==> config.mk <==
export PLATFORM = sky130hd
export DESIGN_NAME = gobou_serial_ctrl
export DESIGN_NICKNAME = d
export VERILOG_FILES = /design/src/rtl/gobou_pkg.sv /design/src/rtl/gobou_serial_ctrl.sv
export SDC_FILE = /design/constraint.sdc
export NUM_CORES = 1
export LEC_CHECK = 0
export CORE_ASPECT_RATIO = 0.5
export CORE_MARGIN = 2
export CORE_UTILIZATION = 40
export CTS_BUF_LIST = sky130_fd_sc_hd__clkbuf_8
export CTS_CLUSTER_DIAMETER = 120
export CTS_CLUSTER_SIZE = 24
export DETAILED_ROUTE_END_ITERATION = 8
export DONT_BUFFER_PORTS = 1
export PLACE_DENSITY = 0.54
export SLEW_MARGIN = 20
export SYNTH_ARGS = -nofsm -noshare
export SYNTH_HDL_FRONTEND = slang
export SYNTH_SLANG_ARGS = --single-unit
==> constraint.sdc <==
create_clock -name clk -period 2.2 [get_ports clk]
set_input_delay 0.55 -clock clk [delete_from_list [all_inputs] [get_ports clk]]
set_output_delay 0.55 -clock clk [all_outputs]
set_load 0.02 [all_outputs]
==> src/rtl/gobou_pkg.sv <==
// Shared constants and controller state encoding for the gobou FC output path.
package gobou_pkg;

    localparam int DWIDTH = 16;
    localparam int LWIDTH = 10;
    localparam int CORE   = 8;
    localparam int AWIDTH = 12;

    typedef enum logic [1:0] {
        S_IDLE  = 2'd0,
        S_WAIT  = 2'd1,
        S_SHIFT = 2'd2,
        S_DONE  = 2'd3
    } ctrl_state_t;

endpackage

==> src/rtl/gobou_serial_ctrl.sv <==
// Sequences serial_vec loads and the per-word output-memory writes of one layer.
// Optional stall counter output enabled by GOBOU_SERIAL_CTRL_PERF_EN.
module gobou_serial_ctrl #(
    parameter int LWIDTH = gobou_pkg::LWIDTH,
    parameter int CORE   = gobou_pkg::CORE,
    parameter int AWIDTH = gobou_pkg::AWIDTH
) (
    input  logic              clk,
    input  logic              xrst,
    input  logic              req,
    input  logic [AWIDTH-1:0] out_base,
    input  logic [LWIDTH-1:0] total_out,
    input  logic              group_valid,
    output logic              group_ready,
    output logic              serial_we,
    output logic              mem_we,
    output logic [AWIDTH-1:0] mem_addr,
    output logic              busy,
    output logic              done
`ifdef GOBOU_SERIAL_CTRL_PERF_EN
    ,
    output logic [31:0]       stall_cnt
`endif
);

    import gobou_pkg::*;

    localparam int BW = $clog2(CORE + 1);

    ctrl_state_t       r_state;
    logic [LWIDTH-1:0] r_rem;
    logic [BW-1:0]     r_beats;
    logic [AWIDTH-1:0] r_addr;

    logic              w_last;
    logic              w_more;
    logic              w_accept;
    logic [LWIDTH-1:0] w_rem_grp;
    logic [BW-1:0]     w_beats_new;

    // r_rem counts words not yet written, so on the last beat one word is still in it.
    assign w_last      = (r_state == S_SHIFT) && (r_beats == BW'(1));
    assign w_more      = (r_rem != LWIDTH'(1));
    assign group_ready = (r_state == S_WAIT) || (w_last && w_more);
    assign w_accept    = group_valid && group_ready;
    assign w_rem_grp   = w_last ? (r_rem - LWIDTH'(1)) : r_rem;
    assign w_beats_new = (w_rem_grp >= LWIDTH'(CORE)) ? BW'(CORE) : BW'(w_rem_grp);

    always_ff @(posedge clk) begin
        if (!xrst) begin
            r_state <= S_IDLE;
            r_rem   <= '0;
            r_beats <= '0;
            r_addr  <= '0;
        end else begin
            case (r_state)
                S_IDLE: begin
                    if (req) begin
                        r_addr  <= out_base;
                        r_rem   <= total_out;
                        r_state <= (total_out == '0) ? S_DONE : S_WAIT;
                    end
                end
                S_WAIT: begin
                    if (w_accept) begin
                        r_beats <= w_beats_new;
                        r_state <= S_SHIFT;
                    end
                end
                S_SHIFT: begin
                    r_addr <= r_addr + AWIDTH'(1);
                    r_rem  <= r_rem - LWIDTH'(1);
                    if (w_last) begin
                        if (w_accept) begin
                            r_beats <= w_beats_new;
                        end else begin
                            r_beats <= '0;
                            r_state <= w_more ? S_WAIT : S_DONE;
                        end
                    end else begin
                        r_beats <= r_beats - BW'(1);
                    end
                end
                S_DONE: begin
                    r_state <= S_IDLE;
                end
                default: r_state <= S_IDLE;
            endcase
        end
    end

    assign serial_we = w_accept;
    assign mem_we    = (r_state == S_SHIFT);
    assign mem_addr  = r_addr;
    assign busy      = (r_state == S_WAIT) || (r_state == S_SHIFT);
    assign done      = (r_state == S_DONE);

`ifdef GOBOU_SERIAL_CTRL_PERF_EN
    logic [31:0] r_stall_cnt;

    always_ff @(posedge clk) begin
        if (!xrst) begin
            r_stall_cnt <= '0;
        end else if ((r_state == S_IDLE) && req) begin
            r_stall_cnt <= '0;
        end else if ((r_state == S_WAIT) && !group_valid && (r_stall_cnt != '1)) begin
            r_stall_cnt <= r_stall_cnt + 32'd1;
        end
    end

    assign stall_cnt = r_stall_cnt;
`endif

endmodule

==> impl_metrics.toml, run 1 <==
[yosys]
synth_top_area_share = 0.2683
yosysSeqAreaShare = 0.2683
yosys_warnings = 0
netlist_area_um2 = 2090
synth.top_cells.by_count = "nor2_1, dfxtp_1, nand2_1, o21ai_0, a21oi_1"
synth.most_common_cell = "nor2_1"
synth_edf_count = 0
ys_top_cells_by_area = "dfxtp_1, nor2_1, ha_1, o21ai_0, nand2_1"
synth.avg_cell_area_um2 = 7.436
synthFlopType = "dfxtp_1"
syn_inst = 281
synthesis.nets = 316
synth_cell_types = 58
synth_seq_cells = 28
yosys.area.top_type = "dfxtp_1"
ys_async_sr_fraction = 0

[clock_network]
max-clock-path-buffers = 2
clkLatencyLatePin_ns = 0.28
cts_max_level = 1
numCtsBuffers = 3
clk_pin_slew_ns = 0.11
cts_tree = "built"
cts.sinks = 28
ctsRootBufferMaster = "clkbuf_8"

[die]
core_area_um2 = 4977
io_pins = 43
dieWidth_um = 106.2
start_util = 0.4198
fp.dieArea_um2 = 5853
dieHeight_um = 55.11
row_count = 18

[finish]
antennaDiodeCount = 0
seqCellArea_um2 = 564.3
fill_cells = 519
final_nets = 323
multi_input_area_um2 = 1415
drive_above_1_share = 0.1568
syn_to_final_growth_pct = 13.11

[sta]
fin_crit_sh = 0.9614
rsz0062_at_grt = "yes"
clock_skew_ns = 0.002295
setup_violations = 0
layout_setup_ws_ns = 0.08485
tightestPinTransition_ns = 0.5405
hold_violations = 0
whs_ns = 0.3800
fmax_mhz = 472.8
relSlewSlack = 0.6393
fin_crit_ns = 2.115
final-max-slew-violation-count = 0

[drt]
first_pass_iters = 4
routed_wl_um = 5698
antenna_left = 0
routedWlPerCell_um = 15.96
drc = 0
drt_iter0_drc = 128
routed_via_density = 5.821
num_vias = 2078

[power]
vdd_drop_max_uv = 526.8
p_leak_nw = 0.9169
power.density_nw_per_um2 = 1549

[setup_path]
cp-start-kind = "register"
cp_num_buf_inv = 1
crit_path_cell_trace = "buf_6 -> ha_1 -> nor2b_4 -> nand3_1 -> a21o_1 -> and2_4"
critical_path_class = "reg -> out"
end_kind = "output port"
worstPathArrival_ns = 1.57
worstPathMaxFanout = 9
max_stage_delay_ns = 0.35
crit_slowest_cell = "dfxtp_2"
cp.required_ns = 1.65
r2r_setup_slack_ns = 0.16
worst_path_dominant_cell_family = "simple AND/OR/NAND/NOR gates"

[outcome]
status = "completed"

[global_routing]
grt_overflow = 0
grt_start_max_net_pins = 32
grt_antenna_before_repair = 0
grt_pass1_vias = 1979
grt_pass1_wl_um = 9625
grt.total_usage = 0.2090

[place]
io_buffers = 0
dp_slack_ns = 0.09938
hpwl_um = 4101
gp_congestion = 0.8174

[flow_run]
drv_cap = 0

[min_path]
hold_class = "in -> reg"
-- placed cells by master, fill, tap and decap left out, types with 3 or more instances in the layout --
cell type,count
a211oi_1,4
a21o_1,3
a21oi_1,18
a221oi_1,3
a22oi_1,7
a31oi_1,8
and2_1,5
and3_1,3
buf_4,20
clkbuf_8,3
dfxtp_1,25
dfxtp_2,3
ha_1,7
inv_1,16
nand2_1,25
nand3_1,8
nor2_1,32
nor2b_1,3
nor3_1,9
o21a_1,3
o21ai_0,20
o22ai_1,6
o2bb2ai_1,3
xnor2_1,3
-- registers in the layout (all words and copies together), names as in the netlist --
register / cells
r_beats: 4
r_state: 2
r_rem: 10
mem_addr: 12
-- metrics by stage --
stage | power, mW | TNS [ns] | cells | utilization | cell area (um2)
after floorplan | 2.591 | 0 | 281 | - | 2095
after global placement | 3.089 | 0 | 352 | 0.4482 | 2231
after detailed placement | 3.133 | 0 | 352 | 0.4482 | 2231
after CTS | 3.588 | 0 | 357 | 0.4661 | 2320
after global routing | 3.994 | -0.02987 | 357 | 0.4749 | 2364
final | 3.661 | 0 | 357 | 0.4749 | 2364
-- timing repair --
action / 4_1_cts / 5_1_grt
buffers inserted: 1 / 0
hold buffers: 0 / 0
gates resized for setup: 5 / 8
endpoints found under the setup margin: 2 / 4
pin swaps: 2 / 1
-- per-layer routing --
layer / part of all wire / track usage
met1: 0.50 / 0.2723
met2: 0.44 / 0.3750
met3: 0.053 / 0.04333
met4: 0.0025 / 0.03070
met5: 0 / 0
-- cells by family after synthesis --
kind of cell,synth area share
AND/OR/NAND/NOR,0.2659
AO/OA/AOI/OAI,0.3030
buffers and inverters,0.07844
flip-flops,0.2683
adder cells (fa/ha/maj),0.05389
XOR/XNOR,0.02096
multiplexers,0.009581
-- where the power goes --
part	total [mW]	switching, mW	internal (mW)
registers	0.974	0.284	0.691
clock network	0.433	0.189	0.244
logic	2.25	1.30	0.949
-- path summary, 6_finish.rpt --
path | startpoint | endpoint | cells past startpoint
worst max-delay path | r_rem[0] | serial_we | 6
worst min-delay path | xrst | mem_addr[6] | 1
worst max register to register | r_rem[0] | r_beats[1] | 8
worst min register to register | r_rem[0] | r_rem[0] | 2
-- area by class of cell --
cell class | count | area share
Sequential cell | 28 | 0.2388
Tap cell | 70 | 0.03706
Inverter | 17 | 0.02700
Clock buffer | 3 | 0.01747
Multi-Input combinational cell | 217 | 0.5987
Timing Repair Buffer | 21 | 0.06829
Clock inverter | 1 | 0.01271
Note: power is estimated with default switching activity, not from simulation.
==> inputs of run 2 (changes only) <==
==> constraint.sdc (replaced) <==
create_clock -name clk -period 2.2 [get_ports clk]
set_input_delay 0.55 -clock clk [delete_from_list [all_inputs] [get_ports clk]]
set_output_delay 0.55 -clock clk [all_outputs]
set_load 0.01 [all_outputs]
==> impl_metrics.toml, run 2 (same netlist as run 1, synthesis figures left out) <==
[outcome]
status = "completed"

[die]
start_util = 0.4198
fp.dieArea_um2 = 5853
dieHeight_um = 55.11
core_area_um2 = 4977
row_count = 18
dieWidth_um = 106.2
io_pins = 43

[sta]
relSlewSlack = 0.5156
whs_ns = 0.3735
hold_violations = 0
rsz0062_at_grt = "yes"
final-max-slew-violation-count = 0
clock_skew_ns = 0.004133
fmax_mhz = 466.6
final.setup.tns_ns = 0
fin_crit_ns = 2.143
fin_crit_sh = 0.9742
tightestPinTransition_ns = 0.7258
setup_violations = 0

[setup_path]
critical_path_class = "reg -> out"
r2r_start = "r_rem[0]"
cp-start-kind = "register"
critPathLaunch = "r_rem[3]"
worstPathMaxFanout = 3
worstPathArrival_ns = 1.59
end_kind = "output port"
cp.required_ns = 1.65

[clock_network]
clk_pin_slew_ns = 0.11
cts.sinks = 28
ctsRootBufferMaster = "clkbuf_8"
clkLatencyLatePin_ns = 0.29
cts_tree = "built"
cts_max_level = 1
max-clock-path-buffers = 2
numCtsBuffers = 3

[drt]
routedWlPerCell_um = 16.17
routed_via_density = 5.780
drc = 0
num_vias = 2052
routed_wl_um = 5739
antenna_left = 0
first_pass_iters = 7
drt_iter0_drc = 90

[power]
p_clk_frac = 0.121
comb_power_share = 0.602
seq_power_share = 0.277
p_sw_mw = 1.682
p_sw_frac = 0.4726
power.density_nw_per_um2 = 1527
finalPower_mw = 3.558
p_leak_nw = 0.9020
vdd_drop_max_uv = 501.7
p_int_mw = 1.876

[finish]
antennaDiodeCount = 0
fill_cells = 503
fin_cells = 355
final_nets = 321
drive_above_1_share = 0.1474
syn_to_final_growth_pct = 11.56
largest_reg_flops = 12
fin_util = 0.4683
final_cell_mix = "nor2_1, nand2_1, dfxtp_1"
final_common_cell = "nor2_1"

[place]
io_buffers = 0
hpwl_um = 4056
gp_congestion = 0.8761
placedCellCount = 346

[global_routing]
grt_start_max_net_pins = 34
grt.total_usage = 0.2047
grt_overflow = 0
grt_pass1_wl_um = 9252
grt_pass1_vias = 1908
grt_antenna_before_repair = 0

[min_path]
hp-start = "xrst"
hold_class = "in -> reg"

[flow_run]
drv_cap = 0
[run 2: cell types whose count changed in the layout (fill, tap and decap cells not counted), moves of 2 or more]
cell     delta
dfxtp_1     -3
dfxtp_4     +3
buf_4       -2
o32ai_1     +2
o32ai_2     -2
[run 2: routing by layer]
metal | share of wire | track usage | up-vias
li1 | - | - | 1038
met1 | 0.49 | 0.2694 | 952
met2 | 0.43 | 0.3440 | 58
met3 | 0.070 | 0.05386 | 4
met4 | 0.0080 | 0.04825 | 0
met5 | 0 | 0 | -
[run 2: final timing paths]
kind,slack (ns),cells past startpoint,to
setup / recovery,0.06,5,serial_we
hold / removal,0.37,1,r_rem[4]
hold reg to reg,0.55,2,r_rem[3]
setup reg to reg,0.18,9,r_beats[0]
[run 2: per-stage QoR]
stage	worst slack [ns]	instance area, um2
after global placement	0.2265	2182
after CTS	0.00008948	2288
after floorplan	0.08534	2090
final	0.05687	2331
after detailed placement	0.1569	2182
after global routing	-0.01344	2331
[run 2: worst max-delay path, stage by stage, from the launching register on]
cell and delay, ns:
dfxtp_4 0.37, nor4_4 0.30, buf_4 0.17, nand3_1 0.08, a21o_1 0.22, and2_4 0.17
[run 2: power groups by stage]
stage | clock (mW) | sequential (mW) | combinational [mW]
finish | 0.429 | 0.986 | 2.14
global route | 0.462 | 1.03 | 2.39
CTS | 0.442 | 0.982 | 2.10
detailed placement | 0 | 0.975 | 2.04
global placement | 0 | 0.969 | 2.01
floorplan | 0 | 0.882 | 1.61
[run 2: what timing repair did]
action	CTS	global route
gates resized for setup	7	8
buffers inserted	2	3
setup endpoints to repair	2	4
pin swaps	2	2
hold buffers	0	0
[run 2: final cells by class]
class / instances / area [um2] / share of cell area
sequential: 28 / 575.6 / 0.2469
clock inverter: 1 / 30.03 / 0.01288
timing repair buffer: 19 / 146.4 / 0.06280
clock buffer: 3 / 41.29 / 0.01771
tap: 70 / 87.58 / 0.03757
multi-input combinational: 217 / 1386 / 0.5947
inverter: 17 / 63.81 / 0.02738
==> inputs of run 3 (changes only) <==
--- a/config.mk
+++ b/config.mk
@@ -5,6 +5,7 @@
 export SDC_FILE = /design/constraint.sdc
 export NUM_CORES = 1
 export LEC_CHECK = 0
+export ABC_CLOCK_PERIOD_IN_PS = 2200
 export CORE_ASPECT_RATIO = 0.5
 export CORE_MARGIN = 2
 export CORE_UTILIZATION = 40
@@ -13,7 +14,7 @@
 export CTS_CLUSTER_SIZE = 24
 export DETAILED_ROUTE_END_ITERATION = 8
 export DONT_BUFFER_PORTS = 1
-export PLACE_DENSITY = 0.54
+export PLACE_DENSITY_LB_ADDON = 0.1
 export SLEW_MARGIN = 20
 export SYNTH_ARGS = -nofsm -noshare
 export SYNTH_HDL_FRONTEND = slang
==> impl_metrics.toml, run 3 (same netlist as run 1, synthesis figures left out) <==
[die]
start_util = 0.4198
dieHeight_um = 55.11
fp.dieArea_um2 = 5853
core_area_um2 = 4977
io_pins = 43
dieWidth_um = 106.2
row_count = 18

[finish]
final_common_cell = "nor2_1"
syn_to_final_growth_pct = 12.75
fin_cells = 357
drive_above_1_share = 0.1498
antennaDiodeCount = 0
largest_reg_flops = 12
fin_util = 0.4734
final_cell_mix = "nor2_1, nand2_1, dfxtp_1"
final_nets = 323
fill_cells = 513

[sta]
relSlewSlack = 0.5252
tightestPinTransition_ns = 0.7114
whs_ns = 0.3779
hold_violations = 0
final-max-slew-violation-count = 0
fin_crit_sh = 0.9537
fin_crit_ns = 2.098
setup_violations = 0
final.setup.tns_ns = 0
fmax_mhz = 476.6
clock_skew_ns = 0.01047

[power]
power.density_nw_per_um2 = 1513
finalPower_mw = 3.566
p_leak_nw = 0.9123
vdd_drop_max_uv = 524.9

[outcome]
status = "completed"

[clock_network]
cts.sinks = 28
cts_tree = "built"
clkLatencyLatePin_ns = 0.29
max-clock-path-buffers = 2
cts_max_level = 1
numCtsBuffers = 3
clk_pin_slew_ns = 0.11
ctsRootBufferMaster = "clkbuf_8"

[drt]
first_pass_iters = 4
routed_via_density = 5.697
drt_iter0_drc = 80
num_vias = 2034
routedWlPerCell_um = 15.98
antenna_left = 0
routed_wl_um = 5706
drc = 0

[place]
hpwl_um = 4076
gp_congestion = 0.8255
io_buffers = 0
placedCellCount = 348

[setup_path]
cp.required_ns = 1.65
worstPathMaxFanout = 9
end_kind = "output port"
critical_path_class = "reg -> out"
cp-start-kind = "register"
critPathLaunch = "r_rem[0]"
r2r_start = "r_rem[0]"
worstPathArrival_ns = 1.55

[global_routing]
grt.total_usage = 0.2059
grt_overflow = 0
grt_start_max_net_pins = 33
grt_pass1_wl_um = 9370
grt_antenna_before_repair = 0
grt_pass1_vias = 1930

[min_path]
hold_class = "in -> reg"
hp-start = "xrst"

[flow_run]
drv_cap = 0
## run 3: cell count changes in the layout (fill, tap and decap cells not counted)
cell	before	now
ha_4	0	1
nor2b_2	1	0
dfxtp_4	3	1
buf_4	18	20
dfxtp_1	22	24
nor2b_4	0	1
ha_1	8	7
## run 3: final timing paths
kind                       end  slack (ns)  cells after the start
setup / recovery     serial_we        0.10                      6
hold / removal     mem_addr[6]        0.38                      1
setup reg to reg    r_beats[0]        0.17                      9
hold reg to reg   mem_addr[11]        0.55                      2
## run 3: power by group
| part | total [mW] | leakage (nW) | switching [mW] | internal (mW) |
|---|---|---|---|---|
| logic | 2.17 | 0.644 | 1.22 | 0.944 |
| clock network | 0.426 | 0.0357 | 0.182 | 0.244 |
| registers | 0.973 | 0.232 | 0.278 | 0.695 |
| total | 3.57 | 0.912 | 1.68 | 1.88 |
## run 3: what timing repair did
action,CTS,global route
setup buffers,1,4
gates resized for setup,4,10
endpoints found under the setup margin,2,4
pin swaps,1,2
hold buffers,0,0
## run 3: layer usage
metal,up-vias,part of all wire,GRT usage
li1,1039,-,-
met1,957,0.52,0.2697
met2,32,0.43,0.3590
met3,6,0.037,0.04450
met4,0,0.011,0.04386
met5,-,0,0
## run 3: per-stage QoR
step                area, um2  setup slack (ns)
global route             2356         -0.008261
finish                   2356            0.1018
floorplan                2090           0.08534
CTS                      2283          0.006323
detailed placement       2197            0.1752
global placement         2197            0.2096
## run 3: final cells by class
type / instances / area [um2] / share of cell area
multi-input combinational: 217 / 1404 / 0.5959
sequential: 28 / 568.0 / 0.2411
timing repair buffer: 21 / 161.4 / 0.06851
tap: 70 / 87.58 / 0.03717
inverter: 17 / 63.81 / 0.02708
clock buffer: 3 / 41.29 / 0.01753
clock inverter: 1 / 30.03 / 0.01275
## run 3: worst max-delay path, cell delays in order (launching register included)
cell	delay, ns
dfxtp_2	0.35
buf_6	0.13
ha_1	0.16
nor2b_4	0.16
nand3_1	0.11
a21o_1	0.19
and2_4	0.17
